## config.mk

```make
export PLATFORM = sky130hd
export DESIGN_NAME = video_timing_gen
export DESIGN_NICKNAME = d
export VERILOG_FILES = /design/src/rtl/video_timing_gen.sv
export SDC_FILE = /design/constraint.sdc
export NUM_CORES = 1
export LEC_CHECK = 0
export BUFFER_PORTS_ARGS = -buffer_cell sky130_fd_sc_hd__buf_2
export CORE_ASPECT_RATIO = 0.75
export CORE_MARGIN = 3
export CORE_UTILIZATION = 35
export CTS_CLUSTER_DIAMETER = 50
export DETAILED_ROUTE_END_ITERATION = 6
export SYNTH_ARGS = -nofsm -noshare
export SYNTH_HDL_FRONTEND = slang
export SYNTH_SLANG_ARGS = --single-unit
```

## constraint.sdc

```tcl
create_clock -name i_hdmi_clk -period 5.99 [get_ports i_hdmi_clk]
set_input_delay 1.198 -clock i_hdmi_clk [delete_from_list [all_inputs] [get_ports i_hdmi_clk]]
set_output_delay 1.198 -clock i_hdmi_clk [all_outputs]
set_load 0.02 [all_outputs]
```

## src/rtl/video_timing_gen.sv

```systemverilog
// Raster timing generator: pixel/line counters with registered
// sync, display-enable, coordinate and strobe outputs.
module video_timing_gen #(
  parameter int unsigned H_ACTIVE   = 640,
  parameter int unsigned H_FP       = 16,
  parameter int unsigned H_SYNC     = 96,
  parameter int unsigned H_BP       = 48,
  parameter int unsigned V_ACTIVE   = 480,
  parameter int unsigned V_FP       = 10,
  parameter int unsigned V_SYNC     = 2,
  parameter int unsigned V_BP       = 33,
  parameter logic        H_SYNC_POL = 1'b0,
  parameter logic        V_SYNC_POL = 1'b0
) (
  input  logic        i_hdmi_clk,
  input  logic        i_reset_n,
  input  logic        i_enable,
  output logic [2:0]  o_hve_sync,
  output logic [11:0] o_x,
  output logic [11:0] o_y,
  output logic        o_line_start,
  output logic        o_frame_start
);

  localparam int unsigned H_TOTAL = H_ACTIVE + H_FP + H_SYNC + H_BP;
  localparam int unsigned V_TOTAL = V_ACTIVE + V_FP + V_SYNC + V_BP;

  if (H_ACTIVE == 0 || H_FP == 0 || H_SYNC == 0 || H_BP == 0 ||
      V_ACTIVE == 0 || V_FP == 0 || V_SYNC == 0 || V_BP == 0) begin : g_zero
    $error("video_timing_gen: every timing parameter must be non-zero");
  end
  if (H_TOTAL > 4096 || V_TOTAL > 4096) begin : g_big
    $error("video_timing_gen: H_TOTAL/V_TOTAL must not exceed 4096");
  end

  localparam logic [12:0] H_LAST = 13'(H_TOTAL - 1);
  localparam logic [12:0] V_LAST = 13'(V_TOTAL - 1);
  localparam logic [12:0] H_DE   = 13'(H_ACTIVE);
  localparam logic [12:0] H_SS   = 13'(H_ACTIVE + H_FP);
  localparam logic [12:0] H_SE   = 13'(H_ACTIVE + H_FP + H_SYNC);
  localparam logic [12:0] V_DE   = 13'(V_ACTIVE);
  localparam logic [12:0] V_SS   = 13'(V_ACTIVE + V_FP);
  localparam logic [12:0] V_SE   = 13'(V_ACTIVE + V_FP + V_SYNC);

  logic [11:0] h_cnt_q, h_cnt_d;
  logic [11:0] v_cnt_q, v_cnt_d;
  logic        de_q, de_d;
  logic        hs_q, hs_d;
  logic        vs_q, vs_d;
  logic [11:0] x_q, x_d;
  logic [11:0] y_q, y_d;
  logic        ls_q, ls_d;
  logic        fs_q, fs_d;

  logic [12:0] h_w, v_w;
  logic        h_wrap, v_wrap;

  always_comb begin
    h_w    = {1'b0, h_cnt_q};
    v_w    = {1'b0, v_cnt_q};
    h_wrap = (h_w == H_LAST);
    v_wrap = (v_w == V_LAST);

    h_cnt_d = h_wrap ? 12'd0 : h_cnt_q + 12'd1;
    v_cnt_d = v_cnt_q;
    if (h_wrap) v_cnt_d = v_wrap ? 12'd0 : v_cnt_q + 12'd1;

    // Outputs decode the pre-edge counters; disabled means idle at origin.
    de_d = 1'b0;
    hs_d = ~H_SYNC_POL;
    vs_d = ~V_SYNC_POL;
    x_d  = 12'd0;
    y_d  = 12'd0;
    ls_d = 1'b0;
    fs_d = 1'b0;
    if (i_enable) begin
      de_d = (h_w < H_DE) && (v_w < V_DE);
      if (h_w >= H_SS && h_w < H_SE) hs_d = H_SYNC_POL;
      if (v_w >= V_SS && v_w < V_SE) vs_d = V_SYNC_POL;
      x_d  = h_cnt_q;
      y_d  = v_cnt_q;
      ls_d = (h_cnt_q == 12'd0);
      fs_d = (h_cnt_q == 12'd0) && (v_cnt_q == 12'd0);
    end else begin
      h_cnt_d = 12'd0;
      v_cnt_d = 12'd0;
    end
  end

  always_ff @(posedge i_hdmi_clk or negedge i_reset_n) begin
    if (!i_reset_n) begin
      h_cnt_q <= 12'd0;
      v_cnt_q <= 12'd0;
      de_q    <= 1'b0;
      hs_q    <= ~H_SYNC_POL;
      vs_q    <= ~V_SYNC_POL;
      x_q     <= 12'd0;
      y_q     <= 12'd0;
      ls_q    <= 1'b0;
      fs_q    <= 1'b0;
    end else begin
      h_cnt_q <= h_cnt_d;
      v_cnt_q <= v_cnt_d;
      de_q    <= de_d;
      hs_q    <= hs_d;
      vs_q    <= vs_d;
      x_q     <= x_d;
      y_q     <= y_d;
      ls_q    <= ls_d;
      fs_q    <= fs_d;
    end
  end

  assign o_hve_sync    = {de_q, vs_q, hs_q};
  assign o_x           = x_q;
  assign o_y           = y_q;
  assign o_line_start  = ls_q;
  assign o_frame_start = fs_q;

endmodule
```

==> out/summary.md, run 1 <==
- critical path startpoint category: input port
- maximum net fanout on the critical path: 37
- Post-CTS Setup Repair Bufs: 0
- post-placement cell area: 2600 µm²
- GRT met1 Usage: 18.9%
- final core utilization: 41.6%
- met3 track utilization from global routing: 1.42%
- Layout Area Growth over Synthesis: 11.4%
- Pre-antenna DRT Iters: 4
- timing-limited maximum frequency: 0.364 GHz
- reported leakage power: 1.28 nW
- post-route cell area: 2710 µm²
- Netlist Area Pre-Place: 2430 µm²
- min-delay worst type: register to register
- total global routing overflow: 0
- maximum clock insertion buffer count: 2
- maximum vdd drop: 0.0000890 V
- via density per instance: 5.05
- Detailed Route WL: 4.64 mm
- prevailing post-synth register cell: dfrtp_1
- count of final setup violators: 0
- count of routing violations after the opening detailed-route iteration: 150
- series of cell instances along the critical path: buf_2 -> or3b_2 -> nor4_4 -> nand2_1 -> o31ai_1
- overall die area: 7980 µm²
- Worst slew margin: 30.2%
- # port buffers: 31
- Total Negative Setup Slacks: 0 ns
- Setup Crit Path Kind: input port to register
- Post-Syn Instances: 222
- fin. max-slew vios: 0
- Warnings, synthesis: 0
- status: completed
- max-capacitance violation count: 0
- most common cell in the synthesized netlist: dfrtp_1
- cell with the largest stage delay on the worst path: or3b_2
- number of distinct library cell variants in the gate-level netlist after synthesis: 45
- slew at the pin closest to its max-slew limit: 1.04 ns
- mean instance size in the synthesized netlist: 10.9 µm²
- die extent in x: 102 µm
- RSZ-0062 raised after global routing: no
- GR Util met2: 17.6%
- remaining number of nets flagged by the antenna check after routing: 0
- half-perimeter wire length after placement: 3.05 mm
- number of global-route vias before repair: 1558
- total area of multi-input combinational cells: 982 µm²
- cell type with the largest total area after synthesis: dfrtp_1
- clock tree from TritonCTS: yes
- required time at the endpoint of the critical path: 6.20 ns
- final clock skew: 0.00368 ns
- wire length of the first global-routing pass: 7.93 mm
- NumNets Final: 252
- IO Count: 32
- gp weighted congestion: 0.841
- Avg WL per Cell: 14.2 µm
- Ant. Diodes: 0
- Remaining DRCs: 0
- endpoint arrival time on the critical path: 2.95 ns
- y dimension of the die: 78.1 µm
- proportion of netlist area held by the largest area contributor: 52.6%
- overall track demand over capacity in global routing: 12.4%
- CTS clock-pin slew for the worst setup and hold paths: 0.09 ns
- hold buffer count at CTS: 0
- clock latency reported for the late side of the worst-skew pair: 0.30 ns
- layer with the highest usage: met1
- count of state elements after synthesis: 53
- delay of the slowest critical-path stage: 0.59 ns
- capturing element type of the critical path: register
- Post-synth EDFFs: 0
- Root Driver: clkbuf_8
- crit share post-route: 45.8%
- pin count of the biggest net entering global routing: 54
- area of the core region: 6510 µm²
- Inserted Clock Buffers: 5
- Post-Synthesis Net Count: 229
- most area-consuming cells after synthesis: dfrtp_1, and2_1, nand3_1
- number of antenna violations at the first check in global routing: 0
- H-tree levels: 2
- ratio of cells with drive above 1 in the final layout: 20.4%
- Reg area: 1330 µm²
- Power per Cell Area: 231 nW/µm²
- Tmin final: 2.75 ns
- clk sinks: 53
- sequential share of the synthesized area: 54.7%
- post_cts resized: 0
- routed via count: 1647
- Async SR Flop Fraction: 100%
- top cells by count, synth: dfrtp_1, and2_1, nand2_1, nor2_1, nand3_1
- cell row count: 25
- starting density of the core: 37.3%
- fill cell total of the finished layout: 624
- endpoints failing hold: 0
-- state kept, by name (all words and copies together), names as in the netlist --
signal         count
h_cnt_q           12
o_x               12
o_y               12
v_cnt_q           12
de_q               1
hs_q               1
o_frame_start      1
o_line_start       1
vs_q               1
-- where the power goes --
part / leakage (nW) / internal, mW / switching [mW]
registers: 0.726 / 0.362 / 0.00299
clock network: 0.0540 / 0.122 / 0.111
logic: 0.499 / 0.00773 / 0.0205
-- final cells by class --
cell class	instances	share of cell area, %
sequential	53	49.1
multi-input combinational	146	36.3
timing repair buffer	32	6.01
tap	81	3.75
clock buffer	5	2.54
clock inverter	2	1.30
inverter	7	0.971
-- through the flow --
stage	total power [mW]	cells	hold slack, ns	setup WS [ns]
4_1_cts	0.633	326	0.541	3.24
6_report	0.626	326	0.543	3.24
3_3_place_gp	0.400	319	0.520	2.98
3_5_place_dp	0.401	319	0.526	2.92
5_1_grt	0.649	326	0.576	3.10
2_1_floorplan	0.387	222	0.478	3.45
-- layout by cell type (no fill, tap or decap), types with 5 or more instances in the layout --
cell	instances
o21ai_0	10
xor2_1	5
clkbuf_8	5
nor2_1	12
nand2_1	14
buf_2	31
inv_1	7
nand4_1	8
dfrtp_1	51
and4_1	5
and2_1	29
nand3_1	11
-- worst paths after layout --
kind,startpoint,endpoint,slack (ns),depth (start not counted)
setup / recovery,i_enable,v_cnt_q[7]$_DFFE_PN0P_,3.24,5
hold / removal,h_cnt_q[0]$_DFF_PN0_,h_cnt_q[0]$_DFF_PN0_,0.54,1
setup reg to reg,h_cnt_q[4]$_DFF_PN0_,v_cnt_q[1]$_DFFE_PN0P_,3.68,3
hold reg to reg,h_cnt_q[0]$_DFF_PN0_,h_cnt_q[0]$_DFF_PN0_,0.54,1
max in group asynchronous,i_reset_n,o_x[1]$_DFF_PN0_,4.56,2
min in group asynchronous,i_reset_n,o_y[3]$_DFF_PN0_,1.00,2
-- critical path, delay by kind of cell --
family / cells / cell delay, ns
AND/OR/NAND/NOR: 3 / 1.03
AO/OA/AOI/OAI: 1 / 0.30
buffers and inverters: 1 / 0.42
-- layer usage --
metal / part of all wire [%] / up-vias / routed length, µm
met4: 0.95 / 0 / 44
met5: 0 / - / 0
met2: 43 / 42 / 2000
met1: 52 / 784 / 2430
li1: - / 819 / -
met3: 3.7 / 2 / 170
-- logic make-up (layout without fill, tap and decap cells) --
| kind of cell | after synthesis | count (layout) | share of synthesized area (%) |
|---|---|---|---|
| AO/OA/AOI/OAI | 30 | 30 | 8.76 |
| XOR/XNOR | 9 | 9 | 3.25 |
| adder cells (fa/ha/maj) | 4 | 4 | 2.06 |
| buffers and inverters | 23 | 46 | 4.79 |
| flip-flops | 53 | 53 | 54.7 |
| AND/OR/NAND/NOR | 103 | 103 | 26.4 |
Note: power is estimated with default switching activity, not from simulation.
==> inputs of run 2 (changes only) <==
ABC_AREA = 1   (was default)
clock period = 2.8 ns   (was 5.99 ns; I/O delays follow)
==> run 2 against run 1 <==
  * Critical path depth rose by 3
  * Sequential share of layout area shrank 3.8 points
  * Clock-buffer cell count unchanged
  * Synthesized cell count grew 46%
  * Worst setup slack worse by 2.1 ns
  * Largest cell class unchanged
  * Largest power group unchanged
  * Highest routed layer unchanged
==> out/summary.md, run 2 <==
- status: completed
- critical path startpoint category: register
- Warnings, synthesis: 0, unchanged
- Layout Area Growth over Synthesis: 13.9%
- cell row count: 26, +4.0%
- wire length of the first global-routing pass: 9.06 mm, +14%
- starting density of the core: 37.0%, -0.30 points
- Post-Syn Instances: 325, +46%
- final clock skew: 0.0110 ns, +0.00731 ns
- endpoint arrival time on the critical path: 1.80 ns, -1.15 ns
- number of placed cells counting well taps: 444, +39%
- power spent charging and discharging nets: 0.306 mW, +130%
- timing-limited maximum frequency: 0.619 GHz
- Reg-to-Reg End: v_cnt_q[8]$_DFFE_PN0P_
- R2R cell count: 8, +5
- area of the core region: 6960 µm², +7.0%
- Tmin final: 1.61 ns
- routed via count: 2024, +23%
- Post-Synthesis Net Count: 332, +45%
- clock latency reported for the late side of the worst-skew pair: 0.31 ns, about the same
- Setup Crit Path Kind: register to register
- Ant. Diodes: 0, unchanged
- CTS clock-pin slew for the worst setup and hold paths: 0.09 ns, about the same
- overall track demand over capacity in global routing: 13.4%, +0.93 points
- H-tree levels: 2, unchanged
- # port buffers: 31, unchanged
- Inserted Clock Buffers: 5, unchanged
- Detailed Route WL: 5.24 mm, +13%
- fin. max-slew vios: 0, unchanged
- fraction of power consumed by combinational cells: 4.4%, about the same
- NumNets Final: 360, +43%
- post_cts resized: 0, unchanged
- clock tree from TritonCTS: yes
- most area-consuming cells after synthesis: dfrtp_1, nand2_1, inv_1
- number of distinct library cell variants in the gate-level netlist after synthesis: 29, -36%
- max-capacitance violation count: 0, unchanged
- count of routing violations after the opening detailed-route iteration: 151, +0.67%
- number of antenna violations at the first check in global routing: 0, unchanged
- r2r startpoint: h_cnt_q[0]$_DFF_PN0_
- min-delay worst type: input port to asynchronous set/reset pin
- Worst slew margin: 56.7%, +27 points
- part of the total power dissipated in sequential elements: 53.7%, -4.6 points
- slew at the pin closest to its max-slew limit: 0.649 ns, -0.387 ns
- gp weighted congestion: 0.941, +12%
- maximum clock insertion buffer count: 2, unchanged
- mean instance size in the synthesized netlist: 7.93 µm², -28%
- endpoints failing hold: 0, unchanged
- fill cell total of the finished layout: 724, +16%
- Power per Cell Area: 494 nW/µm², +110%
- most common cell in the synthesized netlist: nand2_1
- Sw Share: 21.1%, -0.42 points
- overall die area: 8440 µm², +5.7%
- maximum vdd drop: 0.000201 V, +130%
- via density per instance: 4.48, -11%
- cell type with the largest total area after synthesis: dfrtp_1
- Post-CTS Setup Repair Bufs: 0, unchanged
- proportion of netlist area held by the largest area contributor: 49.5%, -3.0 points
- Reg area: 1330 µm², unchanged
- die extent in x: 105 µm, +2.8%
- clock share of power: 41.9%, +4.7 points
- internal cell power: 1.14 mW, +130%
- RSZ-0062 raised after global routing: no
- capturing element type of the critical path: register
- most used cells in the layout excluding fill and tap cells: nand2_1, dfrtp_1, inv_1
- number of global-route vias before repair: 1955, +25%
- crit share post-route: 57.7%
- reported leakage power: 1.74 nW, +36%
- minimum setup slack among reg-to-reg paths: 1.19 ns, -2.49 ns
- Post-synth EDFFs: 0, unchanged
- prevailing post-synth register cell: dfrtp_1
- hold buffer count at CTS: 0, unchanged
- maximum net fanout on the critical path: 16, -57%
- top cells by count, synth: nand2_1, dfrtp_1, inv_1, nor2_1, nand3_1
- Total Negative Setup Slacks: 0 ns, unchanged
- Async SR Flop Fraction: 100%, unchanged
- Remaining DRCs: 0, unchanged
- most common cell after layout, fill and taps aside: nand2_1
- clk sinks: 53, unchanged
- y dimension of the die: 80.3 µm, +2.8%
- Pre-antenna DRT Iters: 4, unchanged
- half-perimeter wire length after placement: 3.75 mm, +23%
- pin count of the biggest net entering global routing: 54, unchanged
- remaining number of nets flagged by the antenna check after routing: 0, unchanged
- required time at the endpoint of the critical path: 2.99 ns, -3.21 ns
- Netlist Area Pre-Place: 2580 µm², +6.1%
- sequential share of the synthesized area: 51.6%, -3.2 points
- count of state elements after synthesis: 53, unchanged
- total area of multi-input combinational cells: 976 µm², -0.64%
- Root Driver: clkbuf_8
- Avg WL per Cell: 11.6 µm, -19%
- post-route insts no fill: 452, +39%
- total global routing overflow: 0, unchanged
- count of final setup violators: 0, unchanged
- IO Count: 32, unchanged
- ratio of cells with drive above 1 in the final layout: 15.5%, -4.9 points
[run 2: cell types whose count changed after synthesis, sizes merged, moves of 5 or more]
cell,before,now
nor2,12,41
nand2,14,105
nand3,12,20
nor3,2,7
and4,5,0
inv,7,54
clkbuf,7,1
o21ai,10,5
and2,30,0
[run 2: how the worst max path moves through the flow]
stage                          from                      to  slack, ns  depth (start not counted)
2_1_floorplan  h_cnt_q[0]$_DFF_PN0_  v_cnt_q[6]$_DFFE_PN0P_       1.37                          9
3_3_place_gp               i_enable   h_cnt_q[11]$_DFF_PN0_       1.09                          5
3_5_place_dp               i_enable   h_cnt_q[11]$_DFF_PN0_       1.04                          5
4_1_cts        h_cnt_q[0]$_DFF_PN0_  v_cnt_q[8]$_DFFE_PN0P_       1.19                          8
5_1_grt        h_cnt_q[0]$_DFF_PN0_  v_cnt_q[8]$_DFFE_PN0P_       1.06                          8
6_report       h_cnt_q[0]$_DFF_PN0_  v_cnt_q[8]$_DFFE_PN0P_       1.19                          8
[run 2: through the flow]
stage / hold slack, ns / power, mW / utilization, % / cell area [µm²] / setup slack (ns)
2_1_floorplan: 0.264 / 0.830 / - / 2580 / 1.37
3_3_place_gp: 0.497 / 0.858 / 40.2 / 2800 / 1.09
3_5_place_dp: 0.495 / 0.860 / 40.2 / 2800 / 1.04
4_1_cts: 0.374 / 1.47 / 42.1 / 2930 / 1.19
5_1_grt: 0.425 / 1.51 / 42.1 / 2930 / 1.06
6_report: 0.347 / 1.45 / 42.1 / 2930 / 1.19
[run 2: final cells by class]
cell class                 instances  area share (%)
clock buffer                       5            2.35
clock inverter                     3            2.22
inverter                          54            6.91
multi-input combinational        206            33.3
sequential                        53            45.3
tap                               98            4.18
timing repair buffer              33            5.80
[run 2: worst max-delay path, cell delays in order, from the launching register on]
cell     delay, ns
dfrtp_1       0.43
ha_1          0.21
nand2_2       0.08
nor2_4        0.20
nand3_4       0.12
nor2_8        0.19
nor2_4        0.12
nand2_1       0.08
o21ai_1       0.06
[run 2: cells by family (layout without fill, tap and decap cells)]
family | Yosys count | in the layout | synth area share (%)
compound gates | 10 | 10 | 2.09
xor+xnor | 6 | 6 | 2.04
fa+ha+maj | 4 | 4 | 1.94
buf+inv | 66 | 95 | 10.5
flops | 53 | 53 | 51.6
simple gates | 186 | 186 | 31.8
[run 2: routing by layer]
| metal | GRT usage, % | part of all wire [%] | vias up |
|---|---|---|---|
| li1 | - | - | 1038 |
| met1 | 18.9 | 54 | 929 |
| met2 | 20.5 | 40 | 47 |
| met3 | 2.41 | 4.5 | 10 |
| met4 | 4.98 | 2.0 | 0 |
| met5 | 0 | 0 | - |
[run 2: power by group through the flow]
stage	clock network, mW	logic (mW)	registers (mW)
global route	0.653	0.0717	0.781
CTS	0.625	0.0655	0.780
detailed placement	0	0.0654	0.795
floorplan	0	0.0295	0.801
global placement	0	0.0640	0.794
finish	0.607	0.0636	0.779
